--- config.mk ---
export PLATFORM = sky130hd
export DESIGN_NAME = motion_recorder
export DESIGN_NICKNAME = d
export VERILOG_FILES = /design/src/rtl/motion_rec_pkg.sv /design/src/rtl/motion_rec_mem.sv /design/src/rtl/motion_recorder.sv
export SDC_FILE = /design/constraint.sdc
export NUM_CORES = 2
export LEC_CHECK = 0
export CAP_MARGIN = 20
export CORE_MARGIN = 3
export CORE_UTILIZATION = 30
export CTS_BUF_LIST = sky130_fd_sc_hd__clkbuf_8
export DETAILED_ROUTE_END_ITERATION = 6
export SYNTH_ARGS = -nofsm -noshare
export SYNTH_HDL_FRONTEND = slang
export SYNTH_HIERARCHICAL = 1
export SYNTH_SLANG_ARGS = --single-unit
--- constraint.sdc ---
create_clock -name sysclk -period 9.1 [get_ports sysclk]
set_input_delay 2.275 -clock sysclk [delete_from_list [all_inputs] [get_ports sysclk]]
set_output_delay 2.275 -clock sysclk [all_outputs]
set_load 0.02 [all_outputs]
--- src/rtl/motion_rec_pkg.sv ---
// motion_rec_pkg: shared state encoding and size helpers for the motion recorder.
package motion_rec_pkg;

  localparam int STATE_W = 2;

  typedef enum logic [STATE_W-1:0] {
    IDLE   = 2'd0,
    RECORD = 2'd1,
    PLAY   = 2'd2,
    DONE   = 2'd3
  } state_t;

  localparam int DEF_NCH        = 2;
  localparam int DEF_DW         = 6;
  localparam int DEF_DEPTH_LOG2 = 8;
  localparam int DEF_TICK_W     = 12;

  // Number of stored samples for a given address width.
  function automatic int depth_of(input int depth_log2);
    return 1 << depth_log2;
  endfunction

  // Len must be able to hold the value DEPTH, hence one extra bit.
  function automatic int len_w_of(input int depth_log2);
    return depth_log2 + 1;
  endfunction

  // Width of one packed duty vector (channel 0 in the LSBs).
  function automatic int vec_w_of(input int nch, input int dw);
    return nch * dw;
  endfunction

endpackage

--- src/rtl/motion_rec_mem.sv ---
// motion_rec_mem: simple dual-port synchronous RAM, one write port and one
// registered read port, written so it maps onto a block RAM.
module motion_rec_mem
  import motion_rec_pkg::*;
#(
  parameter int AW = DEF_DEPTH_LOG2,
  parameter int W  = vec_w_of(DEF_NCH, DEF_DW)
) (
  input  logic          clk,
  input  logic          we,
  input  logic [AW-1:0] waddr,
  input  logic [W-1:0]  wdata,
  input  logic [AW-1:0] raddr,
  output logic [W-1:0]  rdata
);

  logic [W-1:0] mem_q [depth_of(AW)];

  // Write port: contents are never cleared, the owner tracks valid length.
  always_ff @(posedge clk) begin
    if (we) mem_q[waddr] <= wdata;
  end

  // Registered read port, read-before-write on address collisions.
  always_ff @(posedge clk) begin
    rdata <= mem_q[raddr];
  end

endmodule

--- src/rtl/motion_recorder.sv ---
// motion_recorder: records NCH-channel duty vectors on Capture edges and
// replays them at Rate+1 cycles per sample, looped or one-shot.
// Optional feature macro: MOTION_REC_UNDO_EN (Undo rising edge drops the
// last sample while recording).
module motion_recorder
  import motion_rec_pkg::*;
#(
  parameter int NCH        = DEF_NCH,
  parameter int DW         = DEF_DW,
  parameter int DEPTH_LOG2 = DEF_DEPTH_LOG2,
  parameter int TICK_W     = DEF_TICK_W
) (
  input  logic                sysclk,
  input  logic                Reset_Sw,
  input  logic                Storage_Sw,
  input  logic                Capture,
  input  logic                Undo,
  input  logic                Play_En,
  input  logic                One_Shot,
  input  logic [TICK_W-1:0]   Rate,
  input  logic [NCH*DW-1:0]   Duty_In,
  output logic [NCH*DW-1:0]   DC_Out,
  output logic [DEPTH_LOG2:0] Len,
  output logic                Full,
  output logic                Playing,
  output logic                Done
);

  localparam int AW    = DEPTH_LOG2;
  localparam int LEN_W = len_w_of(DEPTH_LOG2);
  localparam int VEC_W = vec_w_of(NCH, DW);
  localparam logic [LEN_W-1:0] DEPTH_LEN = LEN_W'(depth_of(DEPTH_LOG2));

  state_t            state_q, state_d;
  logic [LEN_W-1:0]  len_q, len_d, len_m1;
  logic [AW-1:0]     rd_addr_q, rd_addr_d;
  logic [TICK_W-1:0] tick_q, tick_d;
  logic              one_shot_q, one_shot_d;
  logic              cap_prev_q;
  logic [VEC_W-1:0]  duty_q;
  logic [VEC_W-1:0]  rd_data;
  logic              cap_rise, full, at_last, wr_en;

`ifdef MOTION_REC_UNDO_EN
  logic undo_prev_q;
  logic undo_rise;
  assign undo_rise = Undo & ~undo_prev_q;
`else
  logic unused_undo;
  assign unused_undo = Undo;
`endif

  motion_rec_mem #(.AW(AW), .W(VEC_W)) u_mem (
    .clk   (sysclk),
    .we    (wr_en && !Reset_Sw),
    .waddr (len_q[AW-1:0]),
    .wdata (Duty_In),
    .raddr (rd_addr_q),
    .rdata (rd_data)
  );

  // Next-state logic: mode selection, append/undo, and the playback divider.
  always_comb begin
    state_d    = state_q;
    len_d      = len_q;
    rd_addr_d  = rd_addr_q;
    tick_d     = tick_q;
    one_shot_d = one_shot_q;
    wr_en      = 1'b0;
    cap_rise   = Capture & ~cap_prev_q;
    full       = (len_q == DEPTH_LEN);
    len_m1     = len_q - 1'b1;
    at_last    = (len_q != '0) && (rd_addr_q == len_m1[AW-1:0]);

    case (state_q)
      IDLE: begin
        if (Play_En && len_q != '0) begin
          state_d    = PLAY;
          tick_d     = '0;
          one_shot_d = One_Shot;
        end
      end
      RECORD: begin
        if (!Storage_Sw) state_d = IDLE;
        if (cap_rise) begin
          if (!full) begin
            wr_en = 1'b1;
            len_d = len_q + 1'b1;
          end
        end
`ifdef MOTION_REC_UNDO_EN
        else if (undo_rise && len_q != '0) begin
          len_d = len_q - 1'b1;
        end
`endif
      end
      PLAY: begin
        if (!Play_En) begin
          state_d = IDLE;
        end else if (tick_q == Rate) begin
          tick_d = '0;
          if (at_last) begin
            if (one_shot_q) state_d = DONE;
            else            rd_addr_d = '0;
          end else begin
            rd_addr_d = rd_addr_q + 1'b1;
          end
        end else begin
          tick_d = tick_q + 1'b1;
        end
      end
      DONE: begin
        if (!Play_En) state_d = IDLE;
      end
    endcase

    if (Storage_Sw) begin
      state_d = RECORD;
      tick_d  = '0;
    end

    // Parking the read address at 0 outside playback means the RAM already
    // presents sample 0 when PLAY is entered.
    if (state_d == IDLE || state_d == RECORD) rd_addr_d = '0;
  end

  // State, counters and edge-detect history.
  always_ff @(posedge sysclk) begin
    if (Reset_Sw) begin
      state_q     <= IDLE;
      len_q       <= '0;
      rd_addr_q   <= '0;
      tick_q      <= '0;
      one_shot_q  <= 1'b0;
      cap_prev_q  <= 1'b0;
      duty_q      <= '0;
`ifdef MOTION_REC_UNDO_EN
      undo_prev_q <= 1'b0;
`endif
    end else begin
      state_q     <= state_d;
      len_q       <= len_d;
      rd_addr_q   <= rd_addr_d;
      tick_q      <= tick_d;
      one_shot_q  <= one_shot_d;
      cap_prev_q  <= Capture;
      duty_q      <= Duty_In;
`ifdef MOTION_REC_UNDO_EN
      undo_prev_q <= Undo;
`endif
    end
  end

  // Output mux over registered sources only.
  always_comb begin
    DC_Out = '0;
    case (state_q)
      IDLE:   DC_Out = '0;
      RECORD: DC_Out = duty_q;
      PLAY:   DC_Out = rd_data;
      DONE:   DC_Out = rd_data;
    endcase
  end

  assign Len     = len_q;
  assign Full    = full;
  assign Playing = (state_q == PLAY);
  assign Done    = (state_q == DONE);

endmodule

======== Yosys cells after proc, flatten, opt, wreduce, memory -nomap -nowiden ========
Memory sizes are Yosys's and may differ from the RTL's. A register that Yosys moved wholly into a read port is not among the register bits.
Cells that the tools add are included.
Widths: inputs -> output; s select.
cells by class
  $add $sub $neg .......................... 4
  eq/ne operators ......................... 10
  multiplexer cells ....................... 20
  bitwise operators ....................... 3
  reduce and logical (&&, ||, !) cells .... 16
operator list
  operator               number
  $mux 12                3
  $pmux 12 s3            1
  $pmux 12 s2            1
  $mux 8                 2
  $mux 2                 7
  $add 12x1->12 const B  1
  $eq 12x12->1           1
  $add 9x1->9 const B    1
  $eq 9x9->1 const B     1
  $reduce_bool 9->1      1
  $add 8x1->8 const B    1
  $eq 8x8->1             1
  $pmux 2 s4             1
  $sub 8x1->8 const B    1
  $ne 2x2->1 const B     3
  $reduce_and 3->1       2
  $reduce_or 2->1        3
  $mux 1                 5
  $eq 2x1->1 const B     2
  $eq 2x2->1 const B     2
  $logic_not 2->1        2
  $reduce_and 4->1       1
  $logic_and 1x1->1      3
  $not 1->1              2
  other kinds (5)        5
word-level totals
  register bits ........................... 45
  RAM bits ................................ 3,072
  input port bits ......................... 31
  output and inout bits ................... 24
  logic and storage cells ................. 61
  memories ................................ 1
memories
  name         words  width  read ports  clocked after Yosys merged registers in  wr ports  RTL line              source
  u_mem.mem_q  256    12     1           1                                        1         motion_rec_mem.sv:17  logic [W-1:0] mem_q [depth_of(AW)];

======== Depth between registers and ports, before layout ========
  depth after elaboration ................. 11
  mapped depth ............................ 12
  mapped depth without buffers ............ 8

======== Cells and area by module ========
The synthesis kept the hierarchy.
by module, submodules not included
  module           instances  cells each  area each (sq um)  seq. area each (sq um)
  motion_rec_mem   1          5,506       118,632.5          92,488.7
  motion_recorder  1          289         2,532.4            900.9

======== Worst setup path before layout ========
OpenSTA, ideal clock, no wires.
  path type ............................... input-to-reg
  from .................................... in Capture
  to ...................................... mem u_mem/mem_q[234][0] (netlist bit), enable pin
  library setup time ...................... 380 ps
  arrival ................................. 4,404 ps
  data required time ...................... 8,720 ps
  path slack .............................. 4,316 ps
  stages .................................. 9
  buffers on the path ..................... 4
  path through ............................ and3b_1 > and2_1 > clkbuf_1 > nor2b_1 > clkbuf_1 > buf_1 > nand3_1 > clkbuf_1 > nor2_1
on the way
  word-level cells in the longest chain between the ends .. 6
RTL lines
  item                          RTL line               source
  start: declaration            motion_recorder.sv:16  input logic Capture,
  $and 1x1->1                   motion_recorder.sv:70  cap_rise = Capture & ~cap_prev_q;
  $mux 1                        motion_recorder.sv:85  if (cap_rise) begin
  $mux 1                        motion_recorder.sv:75  case (state_q)
  $logic_and 1x1->1             motion_recorder.sv:55  .we (wr_en && !Reset_Sw),
  $mux 1                        motion_rec_mem.sv:21   if (we) mem_q[waddr] <= wdata;
  $mux 1 (not written as such)  motion_rec_mem.sv:21
  end: declaration              motion_rec_mem.sv:17
Every way passes these cells.

======== Final worst setup path ========
  from .................................... reg state_q[1]
  to ...................................... out DC_Out[3]
on the way
  word-level cells in the longest chain between the ends .. 3
  elaborated cells between the ends (all ways) .. 6
  classes of those cells .................. eq/ne (3); mux (1); reduce/logical (2)
RTL lines
  item                              RTL line                source
  start: declaration                motion_recorder.sv:34   state_t state_q, state_d;
  start signal: assignment          motion_recorder.sv:141  state_q <= state_d;
  $eq 2x2->1                        motion_recorder.sv:157  case (state_q)
  $reduce_or 2->1 (no source line)  n/a
  $pmux 12 s3 *                     motion_recorder.sv:157
  end: declaration                  motion_recorder.sv:22   output logic [NCH*DW-1:0] DC_Out,
Mark *: on every way between the ends. The rest lies on a longest branch, timed or not.

==> results.txt <==
status - finished, violations left
failing checks - DRC
Via Count - 61500
mean number of vias per cell - 5.08
Final setup viols - 0
initial antenna violation count - 18
die height - 642 um
layout cells sized above 1 - 24.9%
post-synthesis instance total - 5795
post-synthesis mux area share - 14.0%
Post-DP HPWL - 188000 um
Highest Clock Rate - 170 MHz
DR pass1 iterations - 7
post-synthesis cell area - 121000 um^2
xor/xnor share of the synthesized area - 0.260%
vias in the first global route - 61300
Inserted Clock Buffers - 467
Mean Syn Cell Area - 20.9 um^2
hold crit path type - reg2reg
# rows - 232
Post-CTS Setup Bufs - 0
DR iter-0 viols - 7459
worst reg2reg path depth - 9
final wirelength - 318000 um
Synthesis Warnings - 6
Rel. slew slack - 16.5%
hold path depth - 2
pwr/cell area - 193 nW/um^2
pre-CTS setup slack - 2.70 ns
register area share after synthesis - 77.1%
Worst setup SP type - register
GPL Wtd Cong - 0.816
CP Class - reg2out
Top FF cell, synth - edfxtp_1
IO buf count - 53
Final #Nets - 6372
RSZ-0062 raised after global routing - no
Core ar. - 401000 um^2
DRC Markers - 1
CTS tree - yes
Slew Limit Fails - 0
EDFF count, synth - 3072
Arrival @ worst endpoint - 3.62 ns
final hold viol count - 0
setup tns final - 0 ns
starting density of the core - 30.2%
Yosys cell types - 84
CP required - 6.83 ns
number of synthesized register bits - 3129
CTS root buf - clkbuf_8
clock buffer depth - 4
Post-Synth Adder-Cell Area - 0.0413%
asr flop ratio synth - 0%
Die Span X - 642 um
Worst Setup End Kind - output pin
hold buffers post-CTS - 0
largest family of logic cells by synthesized area - multiplexers
Synth area leaders - edfxtp_1 (76%), mux4_2 (12%), mux2i_1 (1.8%)
routed len/inst - 26.3 um
GRT Overall Usage - 15.1%
Synth top area share - 76.1%
crit path max fanout - 19
Post-Synth Simple-Gate Area - 2.70%
Layout area overhead - 14.2%
die area - 412000 um^2
CTS sink cnt - 3129
commonest non-fill, non-tap cells in the layout - edfxtp_1 (3072), mux4_2 (636), clkbuf_8 (479)
peak supply drop - 110 uV
largest net degree at the start of global routing - 178
most common cell after layout, fill and taps aside - edfxtp_1
post-synth net total - 5830
Compound-Gate Fraction of Synth Area - 4.03%
CTS clk-pin slew, worst paths - 0.06 ns
H-tree levels - 5
total grt overflow - 0
Final Skew - 0.0670 ns
Ports - 55
max_cap viols - 0
final setup margin - 3.21 ns
Final Cycle Share - 64.8%
minimum clock period - 5.89 ns
DRT antenna net count - 0
cts repair resizes - 0
Leak - 41.2 nW
global-route wire length before repair - 450000 um
largest area contributor in the netlist - edfxtp_1
worst-skew pair later-pin latency - 1.04 ns
worst slew pin tran - 1.24 ns
## state kept, by name (all words and copies together) (netlist names)
register	flops
Len	9
cap_prev_q	1
duty_q	12
one_shot_q	1
rd_addr_q	8
state_q	2
tick_q	12
u_mem/mem_q	3072
u_mem/rdata	12
## cell families (layout without fill, tap and decap cells)
group,count (synthesis),after routing
and+or+nand+nor,679,679
adders and majority gates,4,4
DFF,3129,3129
other,0,5
buffers and inverters,368,1299
AOI/OAI and AO/OA,684,684
muxes,895,895
xor gates and xnor gates,36,36
## area by class of cell
type	count	area, um^2
diodes	5	12.5
clock buffers	474	6520
clock inverters	384	2030
fillers	37200	263000
inverters	12	45.0
multi-input cells	2298	25600
flip-flops and latches	3129	93400
well taps	5382	6730
repair buffers	429	4020
## worst max-delay path, cell delays in order (launching register included)
cell and delay (ns):
dfxtp_1 0.30, buf_4 0.22, nor2b_2 0.84, a22o_1 0.50, clkdlybuf4s50_1 0.71
## synth_stat cells (all sizes together), types with 8 or more instances
| cell type | number |
|---|---|
| nor2 | 337 |
| nor3 | 46 |
| xnor2 | 24 |
| mux4 | 636 |
| xor2 | 12 |
| nand3 | 43 |
| buf | 189 |
| mux2i | 223 |
| mux2 | 36 |
| and3b | 8 |
| nor4 | 37 |
| or2 | 10 |
| nand2b | 10 |
| dfxtp | 57 |
| o221ai | 55 |
| edfxtp | 3072 |
| nand2 | 60 |
| a22o | 32 |
| o32ai | 12 |
| a21oi | 127 |
| inv | 11 |
| or3 | 8 |
| nand4 | 22 |
| clkbuf | 167 |
| a211oi | 22 |
| and3 | 10 |
| nor2b | 58 |
| o22ai | 88 |
| a31oi | 18 |
| a221oi | 21 |
| o21ai | 41 |
| a22oi | 215 |
## routing by layer
metal  vias up  track usage (%)  part of all wire, %  routed length (um)
met3       490             3.35                  9.1               29000
met4         2             5.16                  3.3               10400
met2      2877             24.1                   48              152000
met5         -                0               0.0022                   7
li1      25500                -                    -                   -
met1     32700             20.2                   40              127000
## final timing paths
path	start	end	slack (ns)
worst max-delay path	state_q[1]	DC_Out[3]	3.21
worst min-delay path	one_shot_q	one_shot_q	0.52
worst max register to register	state_q[1]	u_mem/mem_q[107][8]	4.06
worst min register to register	one_shot_q	one_shot_q	0.52
## power breakdown
| group | switching (mW) | total [mW] | leakage, nW | internal (mW) |
|---|---|---|---|---|
| sequential | 0.00191 | 15.8 | 28.1 | 15.8 |
| clock | 5.31 | 10.6 | 4.89 | 5.27 |
| combinational | 0.290 | 0.330 | 8.29 | 0.0406 |
## stage by stage
| stage | power, mW | util (%) | area (um^2) | hold slack (ns) | std cells |
|---|---|---|---|---|---|
| floorplan | 16.2 | - | 121000 | 0.477 | 5795 |
| global placement | 16.4 | 31.9 | 128000 | 0.512 | 11100 |
| detailed placement | 16.5 | 32.0 | 128000 | 0.500 | 11100 |
| CTS | 27.0 | 34.2 | 137000 | 0.520 | 12000 |
| global route | 27.7 | 34.5 | 138000 | 0.576 | 12100 |
| finish | 26.7 | 34.5 | 138000 | 0.522 | 12100 |
No activity file was read; power rests on OpenSTA's default activity.
